File: config.mk
export PLATFORM = sky130hd
export DESIGN_NAME = cordic_arbiter_flat
export DESIGN_NICKNAME = d
export VERILOG_FILES = /design/src/rtl/cordic_pkg.sv /design/src/rtl/cordic_arbiter_if.sv /design/src/rtl/cordic_arbiter_rr_pick.sv /design/src/rtl/cordic_arbiter.sv /design/src/flat_wrapper.sv
export SDC_FILE = /design/constraint.sdc
export NUM_CORES = 1
export LEC_CHECK = 0
export CELL_PAD_IN_SITES_DETAIL_PLACEMENT = 1
export CELL_PAD_IN_SITES_GLOBAL_PLACEMENT = 2
export CORE_MARGIN = 2
export CORE_UTILIZATION = 21
export DETAILED_ROUTE_END_ITERATION = 7
export GPL_ROUTABILITY_DRIVEN = 0
export MAX_ROUTING_LAYER = met4
export PLACE_DENSITY_LB_ADDON = 0.1
export SYNTH_ARGS = -nofsm -noshare
export SYNTH_HDL_FRONTEND = slang
export SYNTH_HIERARCHICAL = 1
export SYNTH_SLANG_ARGS = --single-unit
File: constraint.sdc
create_clock -name clk -period 5.6 [get_ports clk]
set_clock_uncertainty 0.1 [all_clocks]
set_input_delay 1.4 -clock clk [delete_from_list [all_inputs] [get_ports clk]]
set_output_delay 1.4 -clock clk [all_outputs]
set_load 0.01 [all_outputs]
File: src/rtl/cordic_pkg.sv
// Shared definitions for the CORDIC arbiter: opcodes, arbiter state encoding and widths.
package cordic_pkg;

   localparam int OPND_W = 32;
   localparam int RES_W  = 64;
   localparam int OP_W   = 3;

   localparam logic [OP_W-1:0] OP_SIN_COS  = 3'd0;
   localparam logic [OP_W-1:0] OP_ATAN2    = 3'd1;
   localparam logic [OP_W-1:0] OP_SQRT_MAG = 3'd2;
   localparam logic [OP_W-1:0] OP_MULT     = 3'd3;

   localparam logic [2:0] ST_IDLE    = 3'd0;
   localparam logic [2:0] ST_ISSUE   = 3'd1;
   localparam logic [2:0] ST_WAIT    = 3'd2;
   localparam logic [2:0] ST_COLLECT = 3'd3;
   localparam logic [2:0] ST_RESPOND = 3'd4;

   function automatic logic op_is_valid(input logic [OP_W-1:0] op);
      return op <= OP_MULT;
   endfunction

endpackage

File: src/rtl/cordic_arbiter_if.sv
// Requester and core-facing signal bundle of the CORDIC arbiter; master is the arbiter side.
interface cordic_arbiter_if import cordic_pkg::*; #(
   parameter int NREQ = 4
);
   logic [NREQ-1:0]        req_valid;
   logic [NREQ-1:0]        req_ready;
   logic [OP_W*NREQ-1:0]   req_op;
   logic [OPND_W*NREQ-1:0] req_a;
   logic [OPND_W*NREQ-1:0] req_b;
   logic [NREQ-1:0]        rsp_valid;
   logic [RES_W-1:0]       rsp_data;
   logic                   rsp_err;
   logic [OP_W-1:0]        core_op;
   logic [OPND_W-1:0]      core_a;
   logic [OPND_W-1:0]      core_b;
   logic                   core_start;
   logic                   core_start_rdy;
   logic                   core_busy;
   logic                   core_res_rdy;
   logic [RES_W-1:0]       core_res;
   logic                   core_res_take;

   modport master (
      input  req_valid, req_op, req_a, req_b,
      input  core_start_rdy, core_busy, core_res_rdy, core_res,
      output req_ready, rsp_valid, rsp_data, rsp_err,
      output core_op, core_a, core_b, core_start, core_res_take
   );

   modport slave (
      output req_valid, req_op, req_a, req_b,
      output core_start_rdy, core_busy, core_res_rdy, core_res,
      input  req_ready, rsp_valid, rsp_data, rsp_err,
      input  core_op, core_a, core_b, core_start, core_res_take
   );
endinterface

File: src/rtl/cordic_arbiter_rr_pick.sv
// Combinational round-robin picker: first valid bit at or above ptr, wrapping to 0.
module rr_pick #(
   parameter int NREQ = 4,
   parameter int IW   = $clog2(NREQ)
) (
   input  logic [NREQ-1:0] valid,
   input  logic [IW-1:0]   ptr,
   output logic [NREQ-1:0] grant,
   output logic [IW-1:0]   idx
);
   logic [2*NREQ-1:0] dbl;
   logic [NREQ-1:0]   rot;
   logic              found;
   int                pos;

   // rot[k] is requester (ptr+k) mod NREQ
   assign dbl = {valid, valid} >> ptr;
   assign rot = dbl[NREQ-1:0];

   always_comb begin
      found = 1'b0;
      idx   = '0;
      pos   = 0;
      for (int k = 0; k < NREQ; k++) begin
         if (!found && rot[k]) begin
            found = 1'b1;
            pos   = int'(ptr) + k;
            if (pos >= NREQ) pos = pos - NREQ;
            idx   = IW'(pos);
         end
      end
   end

   for (genvar gi = 0; gi < NREQ; gi++) begin : g_grant
      assign grant[gi] = found && (idx == IW'(gi));
   end
endmodule

File: src/rtl/cordic_arbiter.sv
// Round-robin arbiter sharing one CORDIC core among NREQ requesters, one op in flight.
// Define CORDIC_ARB_TIMEOUT_EN to add an ISSUE/WAIT watchdog of TIMEOUT_CYCLES cycles.
module cordic_arbiter import cordic_pkg::*; #(
   parameter int NREQ           = 4,
   parameter int TIMEOUT_CYCLES = 255
) (
   input  logic             clk,
   input  logic             rst,
   cordic_arbiter_if.master bus
);
   localparam int IW = $clog2(NREQ);

   logic [2:0]        state_reg, state_next;
   logic [IW-1:0]     ptr_reg, gidx_reg, pick_idx;
   logic [NREQ-1:0]   pick_grant, ready_vec, rsp_vec;
   logic [OP_W-1:0]   op_reg, sel_op;
   logic [OPND_W-1:0] a_reg, b_reg;
   logic [RES_W-1:0]  data_reg;
   logic              err_reg, accept, start_strobe, take_strobe;

`ifdef CORDIC_ARB_TIMEOUT_EN
   localparam int TW = $clog2(TIMEOUT_CYCLES + 1);
   logic [TW-1:0] cnt_reg;
   logic          timeout;
   assign timeout = (cnt_reg == TW'(TIMEOUT_CYCLES - 1));
`endif

   rr_pick #(.NREQ(NREQ), .IW(IW)) u_pick (
      .valid (bus.req_valid),
      .ptr   (ptr_reg),
      .grant (pick_grant),
      .idx   (pick_idx)
   );

   assign sel_op = bus.req_op[int'(pick_idx)*OP_W +: OP_W];

   always_comb begin
      state_next   = state_reg;
      ready_vec    = '0;
      accept       = 1'b0;
      start_strobe = 1'b0;
      take_strobe  = 1'b0;
      case (state_reg)
         ST_IDLE: begin
            if (|pick_grant) begin
               ready_vec  = pick_grant;
               accept     = 1'b1;
               state_next = op_is_valid(sel_op) ? ST_ISSUE : ST_RESPOND;
            end
         end
         ST_ISSUE: begin
            start_strobe = bus.core_start_rdy;
            if (bus.core_start_rdy) state_next = ST_WAIT;
`ifdef CORDIC_ARB_TIMEOUT_EN
            else if (timeout) state_next = ST_RESPOND;
`endif
         end
         ST_WAIT: begin
            if (bus.core_res_rdy && !bus.core_busy) state_next = ST_COLLECT;
`ifdef CORDIC_ARB_TIMEOUT_EN
            else if (timeout) state_next = ST_RESPOND;
`endif
         end
         ST_COLLECT: begin
            take_strobe = 1'b1;
            state_next  = ST_RESPOND;
         end
         ST_RESPOND: state_next = ST_IDLE;
         default:    state_next = ST_IDLE;
      endcase
   end

   always_ff @(posedge clk or posedge rst) begin
      if (rst) begin
         state_reg <= ST_IDLE;
         ptr_reg   <= '0;
         gidx_reg  <= '0;
         op_reg    <= '0;
         a_reg     <= '0;
         b_reg     <= '0;
         data_reg  <= '0;
         err_reg   <= 1'b0;
      end else begin
         state_reg <= state_next;
         if (accept) begin
            op_reg   <= sel_op;
            a_reg    <= bus.req_a[int'(pick_idx)*OPND_W +: OPND_W];
            b_reg    <= bus.req_b[int'(pick_idx)*OPND_W +: OPND_W];
            gidx_reg <= pick_idx;
            if (!op_is_valid(sel_op)) begin
               data_reg <= '0;
               err_reg  <= 1'b1;
            end
         end
         if (state_reg == ST_COLLECT) begin
            // only sin_cos returns a full 64-bit pair; the rest are 32-bit scalars
            data_reg <= (op_reg == OP_SIN_COS) ? bus.core_res
                                               : {32'b0, bus.core_res[31:0]};
            err_reg  <= 1'b0;
         end
`ifdef CORDIC_ARB_TIMEOUT_EN
         if ((state_reg == ST_ISSUE || state_reg == ST_WAIT) && state_next == ST_RESPOND) begin
            data_reg <= '0;
            err_reg  <= 1'b1;
         end
`endif
         if (state_reg == ST_RESPOND)
            ptr_reg <= (gidx_reg == IW'(NREQ - 1)) ? '0 : gidx_reg + IW'(1);
      end
   end

`ifdef CORDIC_ARB_TIMEOUT_EN
   always_ff @(posedge clk or posedge rst) begin
      if (rst)
         cnt_reg <= '0;
      else if (accept)
         cnt_reg <= '0;
      else if (state_reg == ST_ISSUE || state_reg == ST_WAIT)
         cnt_reg <= cnt_reg + TW'(1);
   end
`endif

   for (genvar gi = 0; gi < NREQ; gi++) begin : g_rsp
      assign rsp_vec[gi] = (state_reg == ST_RESPOND) && (gidx_reg == IW'(gi));
   end

   // the grant search sees req_valid even while reset is held, so mask it there
   assign bus.req_ready     = rst ? '0 : ready_vec;
   assign bus.rsp_valid     = rsp_vec;
   assign bus.rsp_data      = data_reg;
   assign bus.rsp_err       = err_reg;
   assign bus.core_op       = op_reg;
   assign bus.core_a        = a_reg;
   assign bus.core_b        = b_reg;
   assign bus.core_start    = start_strobe;
   assign bus.core_res_take = take_strobe;
endmodule

File: src/flat_wrapper.sv
// flat-port wrapper written by rule: the top's interface ports become plain ports
module cordic_arbiter_flat import cordic_pkg::*;
#(
   parameter int NREQ           = 4,
   parameter int TIMEOUT_CYCLES = 255
)
  (clk, rst, bus_req_valid, bus_req_op, bus_req_a, bus_req_b, bus_core_start_rdy, bus_core_busy, bus_core_res_rdy, bus_core_res, bus_req_ready, bus_rsp_valid, bus_rsp_data, bus_rsp_err, bus_core_op, bus_core_a, bus_core_b, bus_core_start, bus_core_res_take);
  cordic_arbiter_if #(.NREQ(NREQ)) bus_i ();
  input  logic clk;
  input  logic rst;
  input wire logic [$bits(bus_i.req_valid)-1:0] bus_req_valid;
  input wire logic [$bits(bus_i.req_op)-1:0] bus_req_op;
  input wire logic [$bits(bus_i.req_a)-1:0] bus_req_a;
  input wire logic [$bits(bus_i.req_b)-1:0] bus_req_b;
  input wire logic [$bits(bus_i.core_start_rdy)-1:0] bus_core_start_rdy;
  input wire logic [$bits(bus_i.core_busy)-1:0] bus_core_busy;
  input wire logic [$bits(bus_i.core_res_rdy)-1:0] bus_core_res_rdy;
  input wire logic [$bits(bus_i.core_res)-1:0] bus_core_res;
  output wire logic [$bits(bus_i.req_ready)-1:0] bus_req_ready;
  output wire logic [$bits(bus_i.rsp_valid)-1:0] bus_rsp_valid;
  output wire logic [$bits(bus_i.rsp_data)-1:0] bus_rsp_data;
  output wire logic [$bits(bus_i.rsp_err)-1:0] bus_rsp_err;
  output wire logic [$bits(bus_i.core_op)-1:0] bus_core_op;
  output wire logic [$bits(bus_i.core_a)-1:0] bus_core_a;
  output wire logic [$bits(bus_i.core_b)-1:0] bus_core_b;
  output wire logic [$bits(bus_i.core_start)-1:0] bus_core_start;
  output wire logic [$bits(bus_i.core_res_take)-1:0] bus_core_res_take;
  assign bus_i.req_valid = bus_req_valid;
  assign bus_i.req_op = bus_req_op;
  assign bus_i.req_a = bus_req_a;
  assign bus_i.req_b = bus_req_b;
  assign bus_i.core_start_rdy = bus_core_start_rdy;
  assign bus_i.core_busy = bus_core_busy;
  assign bus_i.core_res_rdy = bus_core_res_rdy;
  assign bus_i.core_res = bus_core_res;
  assign bus_req_ready = bus_i.req_ready;
  assign bus_rsp_valid = bus_i.rsp_valid;
  assign bus_rsp_data = bus_i.rsp_data;
  assign bus_rsp_err = bus_i.rsp_err;
  assign bus_core_op = bus_i.core_op;
  assign bus_core_a = bus_i.core_a;
  assign bus_core_b = bus_i.core_b;
  assign bus_core_start = bus_i.core_start;
  assign bus_core_res_take = bus_i.core_res_take;
  cordic_arbiter #(.NREQ(NREQ), .TIMEOUT_CYCLES(TIMEOUT_CYCLES)) u_core (.clk(clk), .rst(rst), .bus(bus_i));
endmodule
==> out/qor.csv, run 1 <==
stage,metric,value,unit
logic_synthesis,syn-cell-area,6990,um2
logic_synthesis,avgSynthCellArea,15.4,um2
die,start_util,21.4,%
logic_synthesis,syn_nets,800,
run_status,status,aborted with a tool error,
die,top_level_ports,483,
logic_synthesis,yosys.cell_types.count,36,
global_routing,grt_pass1_wl,46300,um
run_status,stop_stage,detailed routing,
die,die_w,186,um
logic_synthesis,synth_edf_count,0,
global_routing,grt_max_degree,75,
logic_synthesis,syn_inst,455,
placement,pre_cts_slack,0.710,ns
global_routing,antenna_found_initial,1,
clock_network,clk_path_buf_depth,2,
clock_network,cts_resized,0,
logic_synthesis,async_flop_share,100,%
global_routing,gr-total-overflow,0,
logic_synthesis,ys.flop_type,dfrtp_1,
placement,io_buffer_count,482,
run_status,firstError,[ERROR DRT-0255] Maze Route cannot find path of net clk in worker of routeBox ( 144900 0 ) ( 186480 48300 ).,
logic_synthesis,synth_seq_cells,139,
clock_network,clock-root-buffer,clkbuf_16,
logic_synthesis,ys.warnings.count,6,
logic_synthesis,ys_seq_area_share,49.7,%
clock_network,htreeDepth,4,
placement,place_inst,1345,
clock_network,cts_setup_buffers,0,
clock_network,cts.sinks,139,
placement,place_hpwl,24600,um
global_routing,grt_pass1_vias,7352,
clock_network,cts_buffers,17,
clock_network,postCtsHoldBufs,0,
global_routing,track_usage,18.3,%
die,num_rows,66,
die,die_h,186,um
-- cell usage after synthesis, types with 3 or more instances --
cell type  count  area (um2)
mux2_2        66         743
nor2_1         7        26.3
a22o_1        65         569
o21ai_0        6        30.0
buf_2         23         115
dfrtp_1      139        3480
clkbuf_1      15        56.3
mux4_2        67        1510
and3_1         4        25.0
nand2_1        7        26.3
clkbuf_2       3        15.0
inv_1         10        37.5
ha_1           4        50.1
and2_1         5        31.3
a21oi_1        9        45.0
-- routing by layer --
metal  track usage [%]
met5                 -
met4              5.89
met3              6.94
met2              31.9
met1              19.0
-- metrics by stage --
stage          hold WS (ns)  utilization (%)  instance area (um2)
2_1_floorplan         0.386                -                 6990
3_3_place_gp          0.371             37.8                12400
3_5_place_dp          0.386             37.8                12400
4_1_cts               0.405             39.7                13000
5_1_grt               0.414             39.7                13000
-- logic make-up after synthesis --
family	after synthesis	share of synthesized area (%)
DFF	139	49.7
muxes	135	32.5
AOI/OAI and AO/OA	90	10.5
buffers and inverters	53	3.47
and+or+nand+nor	34	3.10
adders and majority gates	4	0.716
==> inputs of run 2 (changes only) <==
- CELL_PAD_IN_SITES_DETAIL_PLACEMENT: 1 -> unset
- CELL_PAD_IN_SITES_GLOBAL_PLACEMENT: 2 -> unset
- CORE_AREA: unset -> 2 2 185 187
- CORE_MARGIN: 2 -> unset
- CORE_UTILIZATION: 21 -> unset
- DIE_AREA: unset -> 0 0 187 189
- MAX_ROUTING_LAYER: met4 -> unset
- PLACE_DENSITY_LB_ADDON: 0.1 -> 0.15
==> run 2 against run 1 <==
Synthesized area unchanged. Global-route usage decreased by 2.8 points. Synthesized cell count unchanged. The flow now finishes without violations.
==> out/qor.csv, run 2 <==
stage,metric,value,unit
power,p_sw_share,33.3,%
worst_setup_path,worstPathRequired,4.10,ns
hold_path,hp-class,register to register,
finish,fin_nets,1267,
detailed_routing,firstDrtPassIters,4,
power,power_frac_seq,29.3,%
die,core,33300,um2
power,p_per_area,454,nW/um2
clock_network,clk_path_buf_depth,2,
finish,syn_to_final_growth,84.0,%
logic_synthesis,yosys.cell_count.top_type,dfrtp_1,
die,top_level_ports,483,
clock_network,htreeDepth,4,
timing,slew_violations,0,
clock_network,cts_resized,0,
logic_synthesis,syn-cell-area,6990,um2
finish,largest_register_ffs,64,
die,die_h,189,um
detailed_routing,vias_per_cell,4.37,
logic_synthesis,synth_top_area_cell,dfrtp_1,
timing,fin_ws,0.833,ns
timing,holdWs,0.397,ns
global_routing,grt_pass1_vias,6647,
worst_setup_path,cp_common_cell,clkdlybuf4s50_1,
clock_network,insertion_delay,0.43,ns
power,internal_power,3.89,mW
detailed_routing,wl_per_cell,19.9,um
timing,rsz0062_at_grt,false,
placement,io_buffer_count,482,
logic_synthesis,synthTopCellsByArea,"dfrtp_1, mux4_2, mux2_2",
global_routing,antenna_found_initial,2,
logic_synthesis,synth_common_cells,"dfrtp_1, mux4_2, mux2_2",
logic_synthesis,syn_inst,455,
logic_synthesis,syn_nets,800,
logic_synthesis,synth.top_cell.area_share,49.7,%
detailed_routing,drtIter0Drc,225,
power,clkPwrFrac,19.1,%
detailed_routing,wirelength,27500,um
power,leakagePower,5.06,nW
worst_setup_path,slowest_stage,clkdlybuf4s50_1,
worst_setup_path,critPathMaxFanout,9,
logic_synthesis,synth_seq_cells,139,
logic_synthesis,async_flop_share,100,%
run_status,status,completed,
job,drv_cap,0,
global_routing,grt_max_degree,102,
clock_network,cts_tree,yes,
placement,place_hpwl,20900,um
clock_network,cts_buffers,17,
detailed_routing,drc,0,
logic_synthesis,ys.flop_type,dfrtp_1,
die,num_rows,67,
global_routing,grt_pass1_wl,41100,um
clock_network,postCtsHoldBufs,0,
logic_synthesis,avgSynthCellArea,15.4,um2
detailed_routing,ant_nets,0,
timing,setup_viol,0,
clock_network,clock-root-buffer,clkbuf_16,
logic_synthesis,ys_seq_area_share,49.7,%
timing,fin_crit_sh,85.1,%
timing,period_needed,4.77,ns
clock_network,cts.sinks,139,
die,die_area,35300,um2
logic_synthesis,yosys.cell_types.count,36,
timing,tns,0,ns
worst_setup_path,worstPathCellList,clkdlybuf4s50_1 > nor2_1 > o21bai_1 > a21boi_0 > and2_1 > clkdlybuf4s50_1,
global_routing,track_usage,15.5,%
worst_setup_path,r2r_setup_slack,2.45,ns
clock_network,path_clk_slew,0.06,ns
detailed_routing,vias,6048,
power,p_comb_share,51.6,%
finish,fillers,3252,
logic_synthesis,synth_edf_count,0,
finish,drive_above_1_share,19.6,%
worst_setup_path,crit_path_max_incr_delay,0.58,ns
timing,tightestPinTransition,1.02,ns
power,p_switching,1.94,mW
timing,report.final.hold_viol_count,0,
global_routing,gr-total-overflow,0,
worst_setup_path,path_class,input pin to output port,
timing,slew_headroom,32.1,%
finish,layout_commonest_cell,clkdlybuf4s50_1,
clock_network,cts_setup_buffers,0,
placement,pre_cts_slack,0.847,ns
timing,fmax,0.210,GHz
worst_setup_path,start_kind,input pin,
die,start_util,21.0,%
logic_synthesis,ys.warnings.count,6,
worst_setup_path,end_kind,output port,
finish,mostFrequentLayoutCells,"clkdlybuf4s50_1, dfrtp_1, mux4_2, mux2_2, a22o_1",
power,ir_drop,0.000243,V
die,die_w,187,um
worst_setup_path,arrival,3.27,ns
run 2: cell counts after synthesis:
Identical to the previous run, type by type.
run 2: per-layer routing:
layer	routed length (um)	global-route usage [%]	up-vias	part of all wire, %
met5	13	0	-	0.047
met4	306	4.12	2	1.1
met3	2380	6.28	16	8.7
met2	13900	26.6	304	50
met1	11000	17.9	2995	40
li1	-	-	2731	-
run 2: power by group through the flow:
stage	clock (mW)	combinational (mW)	sequential (mW)
after detailed placement	0	3.07	1.73
after floorplan	0	1.43	1.87
after CTS	1.16	3.09	1.72
after global routing	1.20	3.23	1.78
final	1.11	3.01	1.71
after global placement	0	3.07	1.72
run 2: logic make-up after synthesis:
family / share of synthesized area, %
flip-flops: 49.7
multiplexers: 32.5
AO/OA/AOI/OAI: 10.5
buffers and inverters: 3.47
AND/OR/NAND/NOR: 3.10
adder cells (fa/ha/maj): 0.716
run 2: critical path, delay by kind of cell:
family / cells / cell delay, ns
and+or+nand+nor: 2 / 0.40
buffers and inverters: 2 / 1.11
AOI/OAI and AO/OA: 2 / 0.36
run 2: worst paths after layout:
kind | start | end | depth (start not counted)
min in group asynchronous | rst | u_core/bus.rsp_data[58]$_DFFE_PP0P_ | 2
min | u_core/bus.rsp_data[25]$_DFFE_PP0P_ | u_core/bus.rsp_data[25]$_DFFE_PP0P_ | 1
max reg2reg | u_core/ptr_reg[1]$_DFFE_PP0P_ | u_core/bus.rsp_data[21]$_DFFE_PP0P_ | 8
min reg2reg | u_core/bus.rsp_data[25]$_DFFE_PP0P_ | u_core/bus.rsp_data[25]$_DFFE_PP0P_ | 1
max | bus_req_valid[0] | bus_req_ready[2] | 6
max in group asynchronous | rst | u_core/bus.rsp_data[14]$_DFFE_PP0P_ | 3
run 2: area by class of cell:
cell class / count / area (um2) / share of cell area [%]
sequential: 139 / 3480 / 27.0
clock inverter: 9 / 87.6 / 0.681
tap: 448 / 561 / 4.36
clock buffer: 22 / 484 / 3.76
timing repair buffer: 491 / 4900 / 38.1
inverter: 10 / 42.5 / 0.331
antenna: 1 / 2.50 / 0.0194
multi-input combinational: 263 / 3310 / 25.7
run 2: metrics by stage:
step	total power [mW]	instances	instance area [um2]	util [%]
after detailed placement	4.80	1351	12300	36.9
final	5.84	1383	12900	38.7
after global placement	4.80	1351	12300	36.9
after CTS	5.97	1382	12900	38.7
after floorplan	3.30	455	6990	-
after global routing	6.22	1383	12900	38.7
No activity file was read; power rests on OpenSTA's default activity.
==> inputs of run 3 (changes only) <==
- SKIP_CTS_REPAIR_TIMING: unset -> 1
==> results of run 3 <==
Final layout, timing and power as in run 2 (identical DEF).
